[src/rtl/dbg_axi_pkg.sv]
// Shared types and constants for the AXI4-Lite debug initiator.
package dbg_axi_pkg;

    localparam int DBG_ADDR_W = 32;
    localparam int DBG_DATA_W = 32;

    localparam logic [1:0] RESP_OKAY   = 2'b00;
    localparam logic [1:0] RESP_EXOKAY = 2'b01;
    localparam logic [1:0] RESP_SLVERR = 2'b10;
    localparam logic [1:0] RESP_DECERR = 2'b11;

    typedef enum logic [2:0] {
        ST_IDLE    = 3'd0,
        ST_WR_REQ  = 3'd1,
        ST_WR_RESP = 3'd2,
        ST_RD_REQ  = 3'd3,
        ST_RD_DATA = 3'd4,
        ST_RSP     = 3'd5
    } dbg_state_e;

endpackage

[src/rtl/axi_lite_dbg_master.sv]
// Single-outstanding AXI4-Lite initiator: one command in, one read or write on the
// bus, one response out. A saturating watchdog abandons any stalled AXI phase.
module axi_lite_dbg_master
    import dbg_axi_pkg::*;
#(
    parameter int               TMO_W     = 16,
    parameter logic [TMO_W-1:0] TMO_LIMIT = {TMO_W{1'b1}}
) (
    input  logic                  axi_clk,
    input  logic                  axi_aresetn,
    input  logic                  cmd_valid,
    output logic                  cmd_ready,
    input  logic                  cmd_wr,
    input  logic [DBG_ADDR_W-1:0] cmd_addr,
    input  logic [DBG_DATA_W-1:0] cmd_wdata,
    output logic                  rsp_valid,
    input  logic                  rsp_ready,
    output logic [DBG_DATA_W-1:0] rsp_rdata,
    output logic [1:0]            rsp_resp,
    output logic                  rsp_timeout,
    output logic                  m_axi_awvalid,
    input  logic                  m_axi_awready,
    output logic [DBG_ADDR_W-1:0] m_axi_awaddr,
    output logic                  m_axi_wvalid,
    input  logic                  m_axi_wready,
    output logic [DBG_DATA_W-1:0] m_axi_wdata,
    output logic [3:0]            m_axi_wstrb,
    input  logic                  m_axi_bvalid,
    output logic                  m_axi_bready,
    input  logic [1:0]            m_axi_bresp,
    output logic                  m_axi_arvalid,
    input  logic                  m_axi_arready,
    output logic [DBG_ADDR_W-1:0] m_axi_araddr,
    input  logic                  m_axi_rvalid,
    output logic                  m_axi_rready,
    input  logic [DBG_DATA_W-1:0] m_axi_rdata,
    input  logic [1:0]            m_axi_rresp
);

    dbg_state_e            state_q, state_d;
    logic                  cmd_rdy_q, cmd_rdy_d;
    logic                  aw_vld_q, aw_vld_d;
    logic                  w_vld_q, w_vld_d;
    logic                  b_rdy_q, b_rdy_d;
    logic                  ar_vld_q, ar_vld_d;
    logic                  r_rdy_q, r_rdy_d;
    logic [DBG_ADDR_W-1:0] addr_q, addr_d;
    logic [DBG_DATA_W-1:0] wdata_q, wdata_d;
    logic                  rsp_vld_q, rsp_vld_d;
    logic [DBG_DATA_W-1:0] rsp_rdata_q, rsp_rdata_d;
    logic [1:0]            rsp_resp_q, rsp_resp_d;
    logic                  rsp_tmo_q, rsp_tmo_d;
    logic [TMO_W-1:0]      cnt_q, cnt_d;

    logic tmo_hit, abort, aw_hs, w_hs, counting;

    assign tmo_hit  = (cnt_q == TMO_LIMIT);
    assign aw_hs    = aw_vld_q & m_axi_awready;
    assign w_hs     = w_vld_q & m_axi_wready;
    assign counting = (state_q == ST_WR_REQ) || (state_q == ST_WR_RESP) ||
                      (state_q == ST_RD_REQ) || (state_q == ST_RD_DATA);

    always_comb begin
        state_d     = state_q;
        cmd_rdy_d   = cmd_rdy_q;
        aw_vld_d    = aw_vld_q;
        w_vld_d     = w_vld_q;
        b_rdy_d     = b_rdy_q;
        ar_vld_d    = ar_vld_q;
        r_rdy_d     = r_rdy_q;
        addr_d      = addr_q;
        wdata_d     = wdata_q;
        rsp_vld_d   = rsp_vld_q;
        rsp_rdata_d = rsp_rdata_q;
        rsp_resp_d  = rsp_resp_q;
        rsp_tmo_d   = rsp_tmo_q;
        abort       = 1'b0;

        unique case (state_q)
            ST_IDLE: begin
                cmd_rdy_d = 1'b1;
                if (cmd_valid && cmd_rdy_q) begin
                    cmd_rdy_d = 1'b0;
                    addr_d    = cmd_addr;
                    wdata_d   = cmd_wdata;
                    if (cmd_wr) begin
                        state_d  = ST_WR_REQ;
                        aw_vld_d = 1'b1;
                        w_vld_d  = 1'b1;
                    end else begin
                        state_d  = ST_RD_REQ;
                        ar_vld_d = 1'b1;
                    end
                end
            end
            ST_WR_REQ: begin
                // AW and W retire independently; any handshake this cycle defers expiry
                aw_vld_d = aw_vld_q & ~m_axi_awready;
                w_vld_d  = w_vld_q & ~m_axi_wready;
                if (!aw_vld_d && !w_vld_d) begin
                    state_d = ST_WR_RESP;
                    b_rdy_d = 1'b1;
                end else if (tmo_hit && !aw_hs && !w_hs) begin
                    abort = 1'b1;
                end
            end
            ST_WR_RESP: begin
                if (b_rdy_q && m_axi_bvalid) begin
                    state_d     = ST_RSP;
                    b_rdy_d     = 1'b0;
                    rsp_vld_d   = 1'b1;
                    rsp_rdata_d = '0;
                    rsp_resp_d  = m_axi_bresp;
                    rsp_tmo_d   = 1'b0;
                end else if (tmo_hit) begin
                    abort = 1'b1;
                end
            end
            ST_RD_REQ: begin
                if (ar_vld_q && m_axi_arready) begin
                    state_d  = ST_RD_DATA;
                    ar_vld_d = 1'b0;
                    r_rdy_d  = 1'b1;
                end else if (tmo_hit) begin
                    abort = 1'b1;
                end
            end
            ST_RD_DATA: begin
                if (r_rdy_q && m_axi_rvalid) begin
                    state_d     = ST_RSP;
                    r_rdy_d     = 1'b0;
                    rsp_vld_d   = 1'b1;
                    rsp_rdata_d = m_axi_rdata;
                    rsp_resp_d  = m_axi_rresp;
                    rsp_tmo_d   = 1'b0;
                end else if (tmo_hit) begin
                    abort = 1'b1;
                end
            end
            ST_RSP: begin
                if (rsp_ready) begin
                    state_d   = ST_IDLE;
                    rsp_vld_d = 1'b0;
                    cmd_rdy_d = 1'b1;
                end
            end
            default: state_d = ST_IDLE;
        endcase

        // Abandoned access: every channel goes quiet so late beats are never taken
        if (abort) begin
            state_d     = ST_RSP;
            aw_vld_d    = 1'b0;
            w_vld_d     = 1'b0;
            b_rdy_d     = 1'b0;
            ar_vld_d    = 1'b0;
            r_rdy_d     = 1'b0;
            rsp_vld_d   = 1'b1;
            rsp_rdata_d = '0;
            rsp_resp_d  = RESP_SLVERR;
            rsp_tmo_d   = 1'b1;
        end

        if (state_d != state_q)
            cnt_d = '0;
        else if (counting && !tmo_hit)
            cnt_d = cnt_q + 1'b1;
        else
            cnt_d = cnt_q;
    end

    always_ff @(posedge axi_clk or negedge axi_aresetn) begin
        if (!axi_aresetn) begin
            state_q     <= ST_IDLE;
            cmd_rdy_q   <= 1'b0;
            aw_vld_q    <= 1'b0;
            w_vld_q     <= 1'b0;
            b_rdy_q     <= 1'b0;
            ar_vld_q    <= 1'b0;
            r_rdy_q     <= 1'b0;
            addr_q      <= '0;
            wdata_q     <= '0;
            rsp_vld_q   <= 1'b0;
            rsp_rdata_q <= '0;
            rsp_resp_q  <= RESP_OKAY;
            rsp_tmo_q   <= 1'b0;
            cnt_q       <= '0;
        end else begin
            state_q     <= state_d;
            cmd_rdy_q   <= cmd_rdy_d;
            aw_vld_q    <= aw_vld_d;
            w_vld_q     <= w_vld_d;
            b_rdy_q     <= b_rdy_d;
            ar_vld_q    <= ar_vld_d;
            r_rdy_q     <= r_rdy_d;
            addr_q      <= addr_d;
            wdata_q     <= wdata_d;
            rsp_vld_q   <= rsp_vld_d;
            rsp_rdata_q <= rsp_rdata_d;
            rsp_resp_q  <= rsp_resp_d;
            rsp_tmo_q   <= rsp_tmo_d;
            cnt_q       <= cnt_d;
        end
    end

    assign cmd_ready     = cmd_rdy_q;
    assign rsp_valid     = rsp_vld_q;
    assign rsp_rdata     = rsp_rdata_q;
    assign rsp_resp      = rsp_resp_q;
    assign rsp_timeout   = rsp_tmo_q;
    assign m_axi_awvalid = aw_vld_q;
    assign m_axi_awaddr  = addr_q;
    assign m_axi_wvalid  = w_vld_q;
    assign m_axi_wdata   = wdata_q;
    assign m_axi_wstrb   = 4'hF;
    assign m_axi_bready  = b_rdy_q;
    assign m_axi_arvalid = ar_vld_q;
    assign m_axi_araddr  = addr_q;
    assign m_axi_rready  = r_rdy_q;

endmodule

[config.mk]
export PLATFORM = sky130hd
export DESIGN_NAME = axi_lite_dbg_master
export DESIGN_NICKNAME = d
export VERILOG_FILES = /design/src/rtl/dbg_axi_pkg.sv /design/src/rtl/axi_lite_dbg_master.sv
export SDC_FILE = /design/constraint.sdc
export NUM_CORES = 1
export LEC_CHECK = 0
export ABC_AREA = 1
export CORE_AREA = 2 2 118 120
export DETAILED_ROUTE_END_ITERATION = 8
export DIE_AREA = 0 0 120 122
export PLACE_DENSITY = 0.87
export SLEW_MARGIN = 15
export SYNTH_ARGS = -nofsm -noshare
export SYNTH_HDL_FRONTEND = slang
export SYNTH_SLANG_ARGS = --single-unit
[constraint.sdc]
create_clock -name axi_clk -period 4.8 [get_ports axi_clk]
set_input_delay 0.72 -clock axi_clk [delete_from_list [all_inputs] [get_ports axi_clk]]
set_output_delay 0.72 -clock axi_clk [all_outputs]
set_load 0.02 [all_outputs]
==> impl_results.md, run 1 <==
* Status: completed
* Synth Flop Type: dfrtp_1
* Residual DRC count at 0
* Leading area contributor after synthesis: dfrtp_1
* Initial antenna violation count at 0
* Share of layout cells above drive strength 1 at 0.07330
* Ant. Diodes at 0
* DR vias/cell at about 4.8
* Die X at between 100 and 150 um
* Die area at 14640 sq um
* Clk slew on worst S/H paths at 60 ps
* Tmin final at 3165 ps
* Final setup fails at 0
* Hold slack at roughly 440 ps
* Syn-to-layout area delta at 50.97%
* Largest net degree at the start of global routing at between 70 and 80
* WS Path Type: flop to flop
* Antenna viol nets, final at 0
* Clk sink count at approximately 130
* Total of max-cap violations at 0
* Clk_lat worst skew at around 430 ps
* Highest clock rate at around 320 MHz
* DR iter-0 viols at 270
* Final hold violation count at 0
* Root buffer cell: clkbuf_16
* Sequential share of the synthesized area at 0.5431
* GRT Overall Usage at 0.2105
* Leak Pwr at 0.004058 uW
* Fin Setup TNS at 0 ps
* Psw at about 2400 uW
* # fillers at about 1100
* Post-CTS sizing at 0
* Mean Syn Cell Area at slightly above 8 sq um
* RSZ-0062 raised after global routing: false
* Setup Buffers After CTS at 0
* Final nets at ~1000
* Clock power frac at 0.223
* Drt first pass iters at 4
* Commonest non-fill, non-tap cell in the layout: nand2_1
* Commonest cells after routing, fill and taps aside: nand2_1 (292), clkdlybuf4s50_1 (246), dfrtp_1 (125), nand3_1 (50), inv_1 (31)
* Clock Skew at roughly 10 ps
* Worst rel slew slack at 0.3800
* Placement-stage worst setup slack at about 1500 ps
* FF/Latch Area at about 3100 sq um
* CTS Buffer Depth at 2
* Dpl cell area at about 8100 sq um
* Maximum fanout along the worst path at 44
* Cell variety after synth at 28
* Vias in the first global route at slightly above 5000
* Reg power frac at 0.299
* Post-DP HPWL at about 11000 um
* Cts bufs inserted at 17
* CTS tree: built
* Core Box Area at about 14000 sq um
* Area occupied by multi-input gates at 2091 sq um
* Final setup margin at around 1600 ps
* Final period util at 0.6594
* Slowest-stage cell, CP: inv_2
* Net Sw Frac at 0.4009
* Ports at between 200 and 300
* Worst min-delay path class: primary input to asynchronous set/reset pin
* Crit path DAT at roughly 3400 ps
* Ys Warns at 0
* H-tree depth at 4
* Comb pwr share at 0.478
* Cell Chain, Critical Path: nor2_2 -> nand2_4 -> inv_2 -> nor2_1 -> nor2_1 -> nand2_4 -> nand3_1 -> nand2_2 -> buf_4 -> nand2_1 -> o21ai_0
* Placer Congestion at between 0.8 and 0.9
* First-pass GRT wire length at roughly 24000 um
* Critical Path RT at 5070 ps
* Routed WL per cell at 13.73 um
* Yosys reg bits at around 130
* Top cell type's share of synthesized area at 0.5431
* Row Count at between 40 and 50
* CP startpoint kind: flop
* Slowest stage delay, CP at about 500 ps
* Setup crit end kind: flop
* Design Area, Final at between 8000 and 9000 sq um
* Int Pwr at 3518 uW
* Initial Utilization at 0.4265
* Via count at around 5200
* Mapped cell area at about 5800 sq um
* Actual slew at the worst max-slew pin at between 900 and 1000 ps
* Final Max Slew Viols at 0
* Die Y at between 100 and 150 um
* Grt ovf at 0
* Worst vdd ir at slightly above 400 uV
* Hold-fix buffers, CTS at 0
* IO buf count at about 250
* Synthesized instance count at ~690
* Number of synthesized flops with an enable pin at 0
* PwrDens at approximately 680 nW/um^2
* Synth area leaders: dfrtp_1 (54%), nand2_1 (19%), buf_4 (5.0%), nand3_1 (4.3%), o21ai_0 (2.5%)
* FFs w/ async S/R, synth at 1.000
* Routed wire length at 15020 um
-- critical path, delay by kind of cell (launching register included) --
family                 cells  cell delay (ps)
and+or+nand+nor            8             1630
buffers and inverters      2              860
DFF                        1              430
AOI/OAI and AO/OA          1               80
-- cells in the mapped netlist (6+ instances only) --
| cell type | instances |
|---|---|
| buf_4 | 38 |
| nor2_2 | 13 |
| buf_2 | 6 |
| dfrtp_1 | 125 |
| nor3_1 | 7 |
| o21ai_0 | 29 |
| a21oi_1 | 7 |
| nand3_1 | 50 |
| xor2_1 | 11 |
| inv_1 | 32 |
| nor2_1 | 25 |
| o21ai_1 | 10 |
| nand2_1 | 292 |
| clkbuf_1 | 17 |
-- power groups by stage --
| stage | clock network, uW | registers, uW | logic (uW) |
|---|---|---|---|
| detailed placement | 0 | 1770 | 2820 |
| floorplan | 0 | 2190 | 1220 |
| global placement | 0 | 1750 | 2780 |
| finish | 1310 | 1760 | 2810 |
| CTS | 1330 | 1760 | 2840 |
| global route | 1380 | 1810 | 3030 |
-- sequential cells by signal, summed over array words and instances (netlist names) --
register / count
m_axi_bready: 1
m_axi_araddr: 32
m_axi_wvalid: 1
m_axi_wdata: 32
rsp_timeout: 1
rsp_valid: 1
cmd_ready: 1
m_axi_awvalid: 1
rsp_rdata: 32
rsp_resp: 2
state_q: 3
cnt_q: 16
m_axi_rready: 1
m_axi_arvalid: 1
-- cells by family after synthesis --
kind of cell	synth area share
buf+inv	0.09711
other cells	0.0006511
flops	0.5431
xor+xnor	0.02129
fa+ha+maj	0.002172
simple gates	0.2942
compound gates	0.04149
-- metal layers --
layer | routed length (um) | track usage | part of all wire
met2 | 7403 | 0.3441 | 0.49
met3 | 1387 | 0.08240 | 0.092
met1 | 5980 | 0.2514 | 0.40
met4 | 249 | 0.08088 | 0.017
met5 | 0 | 0 | 0
-- area by class of cell --
type,instances,area share
clock buffers,19,0.05094
clock inverters,13,0.01900
inverters,34,0.01468
multi-input cells,470,0.2405
flip-flops and latches,125,0.3598
well taps,180,0.02590
repair buffers,253,0.2892
-- through the flow --
stage	util	total power, uW	std cells
6_report	0.6438	5872	1094
3_3_place_gp	0.5988	4531	1062
3_5_place_dp	0.5988	4590	1062
5_1_grt	0.6438	6224	1094
4_1_cts	0.6438	5921	1094
2_1_floorplan	-	3415	696
-- final timing paths --
kind | start | to | slack, ps | depth (start not counted)
max | state_q[0] | rsp_rdata[18] | 1630 | 11
min | axi_aresetn | cnt_q[8] | 440 | 1
max reg2reg | state_q[0] | rsp_rdata[18] | 1630 | 11
min reg2reg | m_axi_wdata[26] | m_axi_wdata[26] | 470 | 2
max in group asynchronous | axi_aresetn | rsp_rdata[22] | 3440 | 2
min in group axi_clk | m_axi_wdata[26] | m_axi_wdata[26] | 470 | 2
Power figures use the tool's default switching activity.
==> inputs of run 2 (changes only) <==
- CORE_AREA: 2 2 118 120 -> 2 2 121 123
- DIE_AREA: 0 0 120 122 -> 0 0 123 125
- PLACE_DENSITY: 0.87 -> 0.83
- clock period: 4.8 -> 3.2 ns (I/O delays scaled with it)
==> impl_results.md, run 2 (same netlist as run 1, synthesis figures left out) <==
* CTS Buffer Depth at 2 (unchanged)
* Row Count at 44 (+2.3%)
* Share of layout cells above drive strength 1 at 0.07642 (+0.003115)
* Largest net degree at the start of global routing at 70 (-5.4%)
* CP startpoint kind: flop
* Slowest-stage cell, CP: dfrtp_1
* Die area at 15380 sq um (+5.0%)
* Setup Buffers After CTS at 0 (unchanged)
* Maximum fanout along the worst path at 24 (-45%)
* Highest clock rate at 435.1 MHz (+38%)
* Die X at 123 um (+2.5%)
* Worst rel slew slack at 0.5648 (+0.1848)
* Die Y at 125 um (+2.5%)
* RSZ-0062 raised after global routing: false
* Worst vdd ir at 595.9 uV (+44%)
* Residual DRC count at 0 (unchanged)
* Antenna viol nets, final at 0 (unchanged)
* Placement-stage worst setup slack at 591.7 ps (-954.3 ps)
* Drt first pass iters at 6 (+2)
* Syn-to-layout area delta at 51.21%
* Initial antenna violation count at 0 (unchanged)
* Post-CTS sizing at 0 (unchanged)
* Final setup fails at 0 (unchanged)
* Ports at 252 (unchanged)
* Grt ovf at 0 (unchanged)
* Cts bufs inserted at 17 (unchanged)
* Clk sink count at 125 (unchanged)
* Routed WL per cell at 14.11 um (+2.8%)
* Initial Utilization at 0.4055 (-0.02100)
* Total of max-cap violations at 0 (unchanged)
* Clk slew on worst S/H paths at 60 ps (about the same)
* # fillers at 1218 (+12%)
* CP top delay family: simple AND/OR/NAND/NOR gates
* IO buf count at 247 (unchanged)
* Commonest cells after routing, fill and taps aside: nand2_1 (292), clkdlybuf4s50_1 (246), dfrtp_1 (125), nand3_1 (50), inv_1 (31)
* Cell Chain, Critical Path: ha_1 -> nand3_1 -> nor2_2 -> nand2_1 -> nor2_1 -> nand2_4 -> nand2_2 -> nand2_1 -> nand2_1 -> nand3_2 -> nor2_1
* Crit path DAT at 2630 ps (-800 ps)
* Critical path buffer and inverter count at 0 (-2)
* First-pass GRT wire length at 25140 um (+4.2%)
* Actual slew at the worst max-slew pin at 652.8 ps (-277.2 ps)
* Tmin final at 2298 ps (-866.9 ps)
* Post-DP HPWL at 11060 um (+3.1%)
* Placer Congestion at 0.8295 (-4.0%)
* Vias in the first global route at 5177 (+2.7%)
* Register-to-Register Path Depth at 11 (unchanged)
* Leak Pwr at 0.004065 uW (+0.15%)
* CTS tree: built
* Via count at 5063 (-2.7%)
* Core Box Area at 14200 sq um (+5.2%)
* Clock Skew at 6.126 ps (-4.347 ps)
* R2r setup slk at 900 ps (-730 ps)
* Setup crit end kind: flop
* Final setup margin at 901.6 ps (-733.1 ps)
* Final hold violation count at 0 (unchanged)
* H-tree depth at 4 (unchanged)
* Routed wire length at 15520 um (+3.3%)
* DR vias/cell at 4.603 (-3.2%)
* Hold-fix buffers, CTS at 0 (unchanged)
* Fin Setup TNS at 0 ps (unchanged)
* Ant. Diodes at 0 (unchanged)
* Most frequent cell on the critical path: nand2_1
* Final nets at 1014 (+0.20%)
* Final period util at 0.7183 (+0.05881)
* GRT Overall Usage at 0.2082 (-0.002290)
* Critical Path RT at 3530 ps (-1540 ps)
* Worst min-delay path class: primary input to asynchronous set/reset pin
* Final Max Slew Viols at 0 (unchanged)
* Commonest non-fill, non-tap cell in the layout: nand2_1
* Clk_lat worst skew at 410 ps (-20 ps)
* WS Path Type: flop to flop
* DR iter-0 viols at 253 (-6.3%)
* Status: completed
* Root buffer cell: clkbuf_16
* PwrDens at 1003 nW/um^2 (+49%)
* Slowest stage delay, CP at 380 ps (-120 ps)
* WP depth at 11 (unchanged)
[run 2: changes by cell type in the layout (fill, tap and decap cells not counted)]
cell and change:
clkbuf_1 -1, clkinv_2 -1, clkinv_4 +2, buf_12 +2, inv_8 +1, bufinv_16 -2
inv_6 +1
[run 2: where the power goes]
part / leakage, uW / switching [uW] / internal, uW
logic: 0.00217 / 2410 / 1860
registers: 0.00162 / 430 / 2190
clock network: 0.000271 / 747 / 1100
total: 0.00406 / 3590 / 5150
[run 2: worst register-to-register path: cells and delay by family, from the launching register on]
| kind | cells | cell delay [ps] |
|---|---|---|
| DFF | 1 | 380 |
| and+or+nand+nor | 10 | 1620 |
| adders and majority gates | 1 | 210 |
[run 2: through the flow]
stage | instances | hold slack (ps) | power [uW] | cell area (sq um) | util
final | 1100 | 95.22 | 8739 | 8708 | 0.6131
after detailed placement | 1068 | 458.0 | 6925 | 8132 | 0.5725
after CTS | 1100 | 107.9 | 8842 | 8708 | 0.6131
after global placement | 1068 | 453.5 | 6829 | 8132 | 0.5725
after global routing | 1100 | 147.0 | 9284 | 8708 | 0.6131
after floorplan | 696 | 184.4 | 5122 | 5771 | -
[run 2: final cells by class]
type / instances / area, sq um / share of cell area
Clock buffer: 18 / 439.2 / 0.05043
Clock inverter: 14 / 137.6 / 0.01580
Inverter: 34 / 127.6 / 0.01466
Multi-Input combinational cell: 470 / 2091 / 0.2401
Sequential cell: 125 / 3128 / 0.3592
Tap cell: 184 / 230.2 / 0.02644
Timing Repair Buffer: 255 / 2555 / 0.2934
[run 2: layer usage]
layer	GRT usage	part of all wire	vias up
met5	0	0	-
met4	0.07353	0.017	0
met3	0.08257	0.088	22
met2	0.3458	0.49	178
met1	0.2430	0.40	2324
li1	-	-	2539
[run 2: worst paths after layout]
path	startpoint	end
setup / recovery	cnt_q[0]	cnt_q[0]
max in group asynchronous	axi_aresetn	rsp_rdata[0]
hold / removal	axi_aresetn	cnt_q[4]
hold reg to reg	m_axi_wdata[29]	m_axi_wdata[29]
min in group axi_clk	m_axi_wdata[29]	m_axi_wdata[29]
setup reg to reg	cnt_q[0]	cnt_q[0]
==> inputs of run 3 (changes only) <==
- clock period: 3.2 -> 2.25 ns (I/O delays scaled with it)
==> impl_results.md, run 3 (same netlist as run 1, synthesis figures left out) <==
* Final nets at 1016 (+0.20%)
* CTS tree: built
* Critical path buffer and inverter count at 1 (+1)
* Setup crit end kind: flop
* Comb pwr share at 0.478 (-0.011)
* Syn-to-layout area delta at 54.01%
* Post-CTS sizing at 0 (unchanged)
* Crit path DAT at 2290 ps (-340 ps)
* Clk sink count at 125 (unchanged)
* WS Path Type: flop to flop
* Worst min-delay path class: primary input to flop
* PwrDens at 1459 nW/um^2 (+45%)
* Commonest non-fill, non-tap cell in the layout: nand2_1
* Commonest cells after routing, fill and taps aside: nand2_1 (292), clkdlybuf4s50_1 (246), dfrtp_1 (125), nand3_1 (50), inv_1 (31)
* Ports at 252 (unchanged)
* Tmin final at 2007 ps (-291.3 ps)
* Largest net degree at the start of global routing at 68 (-2.9%)
* Initial antenna violation count at 0 (unchanged)
* DR vias/cell at 4.652 (+1.1%)
* # fillers at 1203 (-1.2%)
* Int Pwr at 7878 uW (+53%)
* Initial Utilization at 0.4055 (unchanged)
* Setup Buffers After CTS at 0 (unchanged)
* R2r setup slk at 240 ps (-660 ps)
* Critical R2R Capture: rsp_rdata[13]
* Die Y at 125 um (unchanged)
* Final hold violation count at 0 (unchanged)
* Drt first pass iters at 5 (-1)
* Residual DRC count at 0 (unchanged)
* CTS Buffer Depth at 2 (unchanged)
* Die area at 15380 sq um (unchanged)
* Psw at 5064 uW (+41%)
* Grt ovf at 0 (unchanged)
* Maximum fanout along the worst path at 60 (+150%)
* Clk slew on worst S/H paths at 60 ps (about the same)
* RSZ-0062 raised after global routing: false
* Cts bufs inserted at 17 (unchanged)
* Critical Path RT at 2540 ps (-990 ps)
* Share of layout cells above drive strength 1 at 0.07516 (-0.001256)
* Ant. Diodes at 0 (unchanged)
* Antenna viol nets, final at 0 (unchanged)
* CP startpoint kind: flop
* Reg-to-reg startpoint: cnt_q[0]
* Routed wire length at 15410 um (-0.75%)
* Clock Skew at 6.777 ps (+0.6508 ps)
* Highest clock rate at 498.2 MHz (+15%)
* Placer Congestion at 0.8984 (+8.3%)
* First-pass GRT wire length at 24580 um (-2.2%)
* Total of max-cap violations at 0 (unchanged)
* Die X at 123 um (unchanged)
* Reg power frac at 0.289 (-0.011)
* Final period util at 0.8921 (+0.1738)
* GRT Overall Usage at 0.2036 (-0.004642)
* Cell Chain, Critical Path: ha_1 -> nand3_1 -> nor2_2 -> nand2_1 -> nor2_1 -> nand2_4 -> nand3_1 -> nand2_2 -> buf_12 -> nand2_1 -> o21ai_0
* Slowest stage delay, CP at 390 ps (about the same)
* Area occupied by multi-input gates at 2091 sq um (unchanged)
* Clock power frac at 0.234 (+0.022)
* Clk_lat worst skew at 410 ps (about the same)
* Cell count after placement at 1069 (+0.094%)
* DR iter-0 viols at 202 (-20%)
* Final setup fails at 0 (unchanged)
* Hold_sp: cmd_wdata[0]
* Slowest-stage cell, CP: dfrtp_1
* FF/Latch Area at 3128 sq um (unchanged)
* Leak Pwr at 0.004146 uW (+2.0%)
* Final Max Slew Viols at 0 (unchanged)
* Net Sw Frac at 0.3913 (-0.01912)
* Hold-fix buffers, CTS at 1 (+1)
* Vias in the first global route at 5065 (-2.2%)
* Row Count at 44 (unchanged)
* Register-to-Register Path Depth at 11 (unchanged)
* Non-filler cells, final at 1102 (+0.18%)
* Post-DP HPWL at 10860 um (-1.8%)
* CP top delay family: simple AND/OR/NAND/NOR gates
* Core Box Area at 14200 sq um (unchanged)
* Fin Setup TNS at 0 ps (unchanged)
* Power Total at 12940 uW (+48%)
* Status: completed
* Worst vdd ir at 1042 uV (+75%)
* IO buf count at 247 (unchanged)
* Root buffer cell: clkbuf_16
* Routed WL per cell at 13.98 um (-0.93%)
* Via count at 5126 (+1.2%)
* Hold path cells at 3
* WHS Endpoint: m_axi_wdata[0]
* H-tree depth at 4 (unchanged)
[run 3: changes by cell type in the layout (fill, tap and decap cells not counted)]
cell           change
buf_12             +5
bufinv_16          +4
dlygate4sd3_1      +1
inv_6              -2
clkbuf_1           +2
inv_8              -1
clkinvlp_4         -4
clkinv_2           -1
buf_4              -4
clkinv_4           +2
[run 3: power by group through the flow]
stage	clock, uW	combinational, uW	sequential (uW)
5_1_grt	3170	6680	3850
4_1_cts	3080	6250	3740
6_report	3020	6180	3740
2_1_floorplan	0	2610	4670
3_3_place_gp	0	6120	3730
3_5_place_dp	0	6220	3740
[run 3: how the worst max path moves through the flow]
stage,start,end,depth (start not counted)
floorplan,cnt_q[0],rsp_rdata[28],12
global placement,m_axi_bvalid,rsp_rdata[8],11
detailed placement,m_axi_arready,rsp_rdata[23],11
CTS,cnt_q[0],rsp_rdata[13],11
global route,cnt_q[0],rsp_rdata[16],11
finish,cnt_q[0],rsp_rdata[13],11
[run 3: layout make-up]
class                           count  area share
Sequential cell                   125      0.3527
Inverter                           34     0.01439
Clock inverter                     12     0.02384
Clock buffer                       20     0.05036
Multi-Input combinational cell    470      0.2357
Tap cell                          184     0.02596
Timing Repair Buffer              257      0.2971
[run 3: per-layer routing]
| layer | global-route usage | share of wire | vias to the layer above | wire, um |
|---|---|---|---|---|
| met3 | 0.07755 | 0.080 | 29 | 1240 |
| met1 | 0.2342 | 0.40 | 2376 | 6223 |
| li1 | - | - | 2548 | - |
| met2 | 0.3419 | 0.49 | 173 | 7623 |
| met5 | 0 | 0 | - | 0 |
| met4 | 0.07620 | 0.021 | 0 | 318 |
[run 3: worst min-delay path: cells and delay by family]
| kind | cells | cell delay [ps] |
|---|---|---|
| buffers and inverters | 1 | 390 |
| and+or+nand+nor | 2 | 100 |
[run 3: metrics by stage]
stage	utilization	worst slack, ps	area (sq um)	hold WS (ps)
3_5_place_dp	0.5774	134.8	8202	378.2
4_1_cts	0.6245	249.1	8870	439.4
3_3_place_gp	0.5774	244.2	8202	378.9
2_1_floorplan	-	462.0	5771	41.91
6_report	0.6245	242.8	8870	458.3
5_1_grt	0.6245	53.88	8870	452.5
